`src/rtl/count_pwm_generator.sv`:
```
// count_pwm_generator: PWM aligned to an upstream free-running WIDTH-bit counter.
// Duty values are buffered in a one-entry shadow register and applied only at a
// period boundary (count wrapping from all-ones to zero). Count continuity is
// monitored and a sticky flag records any unexpected step.
module count_pwm_generator #(
    parameter int WIDTH = 4
) (
    input  logic             clk,
    input  logic             rst,
    input  logic [WIDTH-1:0] count,
    input  logic             enable,
    input  logic [WIDTH:0]   duty_in,
    input  logic             duty_valid,
    output logic             duty_ready,
    output logic             pwm_out,
    output logic             period_tick,
    output logic             seq_err
);

    localparam logic [WIDTH:0]   FULL = {1'b1, {WIDTH{1'b0}}};
    localparam logic [WIDTH-1:0] LAST = {WIDTH{1'b1}};

    typedef enum logic [1:0] {IDLE, SYNC, RUN} state_t;

    state_t           state, state_nxt;
    logic [WIDTH:0]   active_duty, pending_duty, eff_duty, duty_clamped;
    logic             pending_valid, prev_valid;
    logic [WIDTH-1:0] prev_count, expect_count;
    logic             ps, hold, step_err, accept;
    logic             apply, pwm_nxt, tick_nxt, err_set;

    assign duty_clamped = (duty_in > FULL) ? FULL : duty_in;
    assign expect_count = prev_count + 1'b1;

    // Period start: a genuine wrap from the last count back to zero.
    assign ps       = prev_valid && (count == '0) && (prev_count == LAST);
    // Counter parked at zero (upstream held in reset) is not an error.
    assign hold     = (count == '0) && (prev_count == '0);
    assign step_err = prev_valid && (count != expect_count) && !ps && !hold;

    assign duty_ready = rst && !pending_valid;
    assign accept     = duty_valid && duty_ready;

    // A pending duty takes effect on the very cycle of the boundary it is applied at.
    assign eff_duty = (ps && pending_valid) ? pending_duty : active_duty;

    // State register.
    always_ff @(posedge clk) begin
        if (!rst) state <= IDLE;
        else      state <= state_nxt;
    end

    // Next-state and next-output decode; enable=0 wins over all other events.
    always_comb begin
        state_nxt = state;
        pwm_nxt   = 1'b0;
        tick_nxt  = 1'b0;
        err_set   = 1'b0;
        apply     = 1'b0;
        case (state)
            IDLE: begin
                if (enable) state_nxt = SYNC;
            end
            SYNC: begin
                if (!enable) begin
                    state_nxt = IDLE;
                end else if (ps) begin
                    state_nxt = RUN;
                    apply     = 1'b1;
                    tick_nxt  = 1'b1;
                    pwm_nxt   = ({1'b0, count} < eff_duty);
                end
            end
            RUN: begin
                if (!enable) begin
                    state_nxt = IDLE;
                end else if (step_err) begin
                    state_nxt = SYNC;
                    err_set   = 1'b1;
                end else if (hold) begin
                    state_nxt = SYNC;
                end else begin
                    pwm_nxt = ({1'b0, count} < eff_duty);
                    if (ps) begin
                        apply    = 1'b1;
                        tick_nxt = 1'b1;
                    end
                end
            end
            default: state_nxt = IDLE;
        endcase
    end

    // Datapath: outputs, shadow buffer, count history, sticky error.
    always_ff @(posedge clk) begin
        if (!rst) begin
            pwm_out       <= 1'b0;
            period_tick   <= 1'b0;
            seq_err       <= 1'b0;
            active_duty   <= '0;
            pending_duty  <= '0;
            pending_valid <= 1'b0;
            prev_count    <= '0;
            prev_valid    <= 1'b0;
        end else begin
            pwm_out     <= pwm_nxt;
            period_tick <= tick_nxt;
            prev_count  <= count;
            prev_valid  <= 1'b1;
            if (err_set) seq_err <= 1'b1;
            // Apply and accept are exclusive: accept needs an empty buffer.
            if (apply && pending_valid) begin
                active_duty   <= pending_duty;
                pending_valid <= 1'b0;
            end else if (accept) begin
                pending_duty  <= duty_clamped;
                pending_valid <= 1'b1;
            end
        end
    end

endmodule

```
`config.mk`:
```
export PLATFORM = sky130hd
export DESIGN_NAME = count_pwm_generator
export DESIGN_NICKNAME = d
export VERILOG_FILES = /design/src/rtl/count_pwm_generator.sv
export SDC_FILE = /design/constraint.sdc
export NUM_CORES = 1
export LEC_CHECK = 0
export CORE_MARGIN = 2
export CORE_UTILIZATION = 55
export CTS_CLUSTER_DIAMETER = 120
export DETAILED_ROUTE_END_ITERATION = 10
export PLACE_DENSITY = 0.81
export SLEW_MARGIN = 20
export SYNTH_ARGS = -nofsm -noshare
export SYNTH_HDL_FRONTEND = slang
export SYNTH_SLANG_ARGS = --single-unit
export TNS_END_PERCENT = 20
```
`constraint.sdc`:
```
create_clock -name clk -period 3.7 [get_ports clk]
set_input_delay 0.37 -clock clk [delete_from_list [all_inputs] [get_ports clk]]
set_output_delay 0.37 -clock clk [all_outputs]
set_load 0.02 [all_outputs]
```
==> results.md <==
* Post-Route Setup TNS at 0 ns
* Reg power frac at 0.527
* Most frequent cells in the layout: 21 x dfxtp_1, 16 x clkdlybuf4s50_1, 13 x nand2_1
* Post-synth EDFFs at 0
* # diodes at 0
* First-pass GRT wire length at 3.801 mm
* Synth Warn # at 0
* Post-synthesis register bit count at 21
* Unrepaired setup endpoints after global routing: no
* Post-CTS setup buffers at 0
* Skew-Pair Late Insertion Delay at 0.30 ns
* Kind of start point of the critical path: input port
* NumNets Final at 163
* Vias/cell at 5.557
* CTS tree: done
* Sequential cell area fraction in the yosys report at 0.3500
* Cells after Synth at 122
* Pint at 0.3390 mW
* All-layer global routing usage at 0.1914
* WL final at 2.129 mm
* Syn_nets at 144
* CTS clock-pin slew for the worst setup and hold paths at 0.11 ns
* WP data required at 3.94 ns
* Logic pwr share at 0.243
* Initial DRC count at 9
* Fin. max-slew vios at 0
* Syn-to-layout area delta at 17.71%
* Resized cells post-CTS at 0
* Worst EP arrival at roughly 2.7 ns
* Post-synth top flop: dfxtp_1
* Clock Power Share at 0.230
* Sw power at 0.1417 mW
* Synthesized area at around 1200 µm²
* CTS sink count at 21
* Die W at 50.73 µm
* Max incr delay on CP at 0.51 ns
* Initial Util at 0.6000
* Final setup violation count at 0
* DR WL/cell at between 10 and 15 µm
* DRT Pass-1 Iters at 6
* Die height at 50.73 µm
* Num rows at 16
* Worst Max-Slew Pin Slew at 0.6273 ns
* Fin area at 1414 µm²
* Tightest Hold Check Type: reg2reg
* Antenna-violating nets left at 0
* Maximum clock path buffer count at 2
* P per Cell Area at between 300 and 400 nW/µm²
* Maxcap violations at 0
* DP Area at 1388 µm²
* Final Hold Fails at 0
* Pin count of the biggest net entering global routing at 23
* Kind of critical path: in2reg
* Cts bufs inserted at 3
* Post-layout min period at 2.498 ns
* Core ar. at 2002 µm²
* Vias in the first global route at a little over 900
* Hold buffers post-CTS at 0
* DP HPWL at 1.694 mm
* Syn avg cell area at 9.846 µm²
* IO Port Bufs at 16
* Critical path fanouts, max at 5
* Status: complete, no violations
* Max frequency at 0.4003 GHz
* Critical Path Slowest Stage Cell: clkdlybuf4s50_1
* Slew headroom at 0.5805
* Critical Path, Cell by Cell: clkdlybuf4s50_1, nor4_4, nand3_2, mux2i_1, ha_1, a21o_2, a211oi_1, o21ai_1, a211oi_2
* H-tree depth at 1
* Grt ovf at 0
* Final cycle utilization of the critical path at 0.6752
* DR vias at 928
* Netlist cell types at 40
* Async set or reset register ratio after synthesis at 0
* Ports at 17
* Crit path capture type: flop
* Residual DRC at 0
* Max Clock Skew at around 0.0042 ns
* Initial antenna violation count at 0
* Root Driver: clkbuf_4
* Ratio of cells with drive above 1 in the final layout at 0.1000
* Commonest non-fill, non-tap cell in the layout: dfxtp_1
* P_leak at 0.5680 nW
* Sw frac at 0.2948
* Highest ir drop seen on vdd at 0.2339 mV
* Placer Congestion at just under 0.9
* Die area at between 2000 and 3000 µm²
-- cell type report --
cell class	instances	area, µm²
multi-input cells	95	758.2
fillers	163	588.1
flip-flops and latches	21	420.4
repair buffers	16	160.2
well taps	27	33.78
clock buffers	4	26.28
inverters	4	15.01
-- critical path: cells and delay by family --
kind | cells | cell delay (ns)
AOI/OAI and AO/OA | 4 | 0.73
and+or+nand+nor | 2 | 0.65
buffers and inverters | 1 | 0.51
adders and majority gates | 1 | 0.26
muxes | 1 | 0.22
-- sequential cells by signal, summed over array words and instances, names as in the netlist --
name           flops
state              2
pwm_out            1
prev_count         4
pending_duty       5
seq_err            1
prev_valid         1
active_duty        5
period_tick        1
pending_valid      1
-- worst paths after layout --
path	start	to	slack, ns	depth (start not counted)
min reg2reg	seq_err$_SDFFE_PN0P_	seq_err$_SDFFE_PN0P_	0.48	1
max reg2reg	prev_count[0]$_SDFF_PN0_	pwm_out$_SDFF_PN0_	1.34	9
min	seq_err$_SDFFE_PN0P_	seq_err$_SDFFE_PN0P_	0.48	1
max	count[0]	pwm_out$_SDFF_PN0_	1.20	9
-- Yosys cell counts, drive strengths merged, types with 2 or more instances --
library cell	n	share of area
nand2	14	0.046
a21oi	2	0.0083
a211oi	2	0.017
inv	4	0.012
o31ai	2	0.012
xnor2	4	0.029
a21boi	5	0.031
nor2b	9	0.047
and2	5	0.028
ha	9	0.094
nand4	2	0.023
nand3b	5	0.031
o21ai	3	0.012
nand3	3	0.017
dfxtp	21	0.35
xor2	2	0.015
nor4	2	0.035
mux2i	10	0.083
nor2	3	0.011
o21a	2	0.012
-- power groups by stage --
stage	Sequential (mW)	Combinational (mW)	Clock, mW
floorplan	0.254	0.0837	0
global placement	0.257	0.113	0
detailed placement	0.258	0.118	0
CTS	0.253	0.118	0.114
global route	0.256	0.132	0.125
finish	0.253	0.117	0.110
-- per-layer routing --
metal / share of wire / wire, µm / up-vias / GRT usage
li1: - / - / 472 / -
met1: 0.42 / 902 / 426 / 0.2155
met2: 0.51 / 1092 / 25 / 0.3487
met3: 0.044 / 94 / 5 / 0.03869
met4: 0.019 / 40 / 0 / 0.07658
met5: 0 / 0 / - / 0
-- stage by stage --
stage / util / std cells / power [mW] / hold WS (ns) / setup slack [ns]
2_1_floorplan: - / 122 / 0.3381 / 0.3977 / 1.556
3_3_place_gp: 0.6931 / 163 / 0.3707 / 0.4482 / 0.9309
3_5_place_dp: 0.6931 / 163 / 0.3761 / 0.4556 / 0.8646
4_1_cts: 0.7063 / 167 / 0.4855 / 0.4836 / 1.184
5_1_grt: 0.7063 / 167 / 0.5128 / 0.5113 / 0.9943
6_report: 0.7063 / 167 / 0.4807 / 0.4801 / 1.202
-- cell families (layout without fill, tap and decap cells) --
kind of cell,Yosys count,count (layout),synth area share
xor gates and xnor gates,6,6,0.04375
AOI/OAI and AO/OA,21,21,0.1312
buffers and inverters,6,24,0.01874
DFF,21,21,0.3500
adders and majority gates,9,9,0.09375
muxes,11,11,0.09271
and+or+nand+nor,48,48,0.2698
Power figures use the tool's default switching activity.
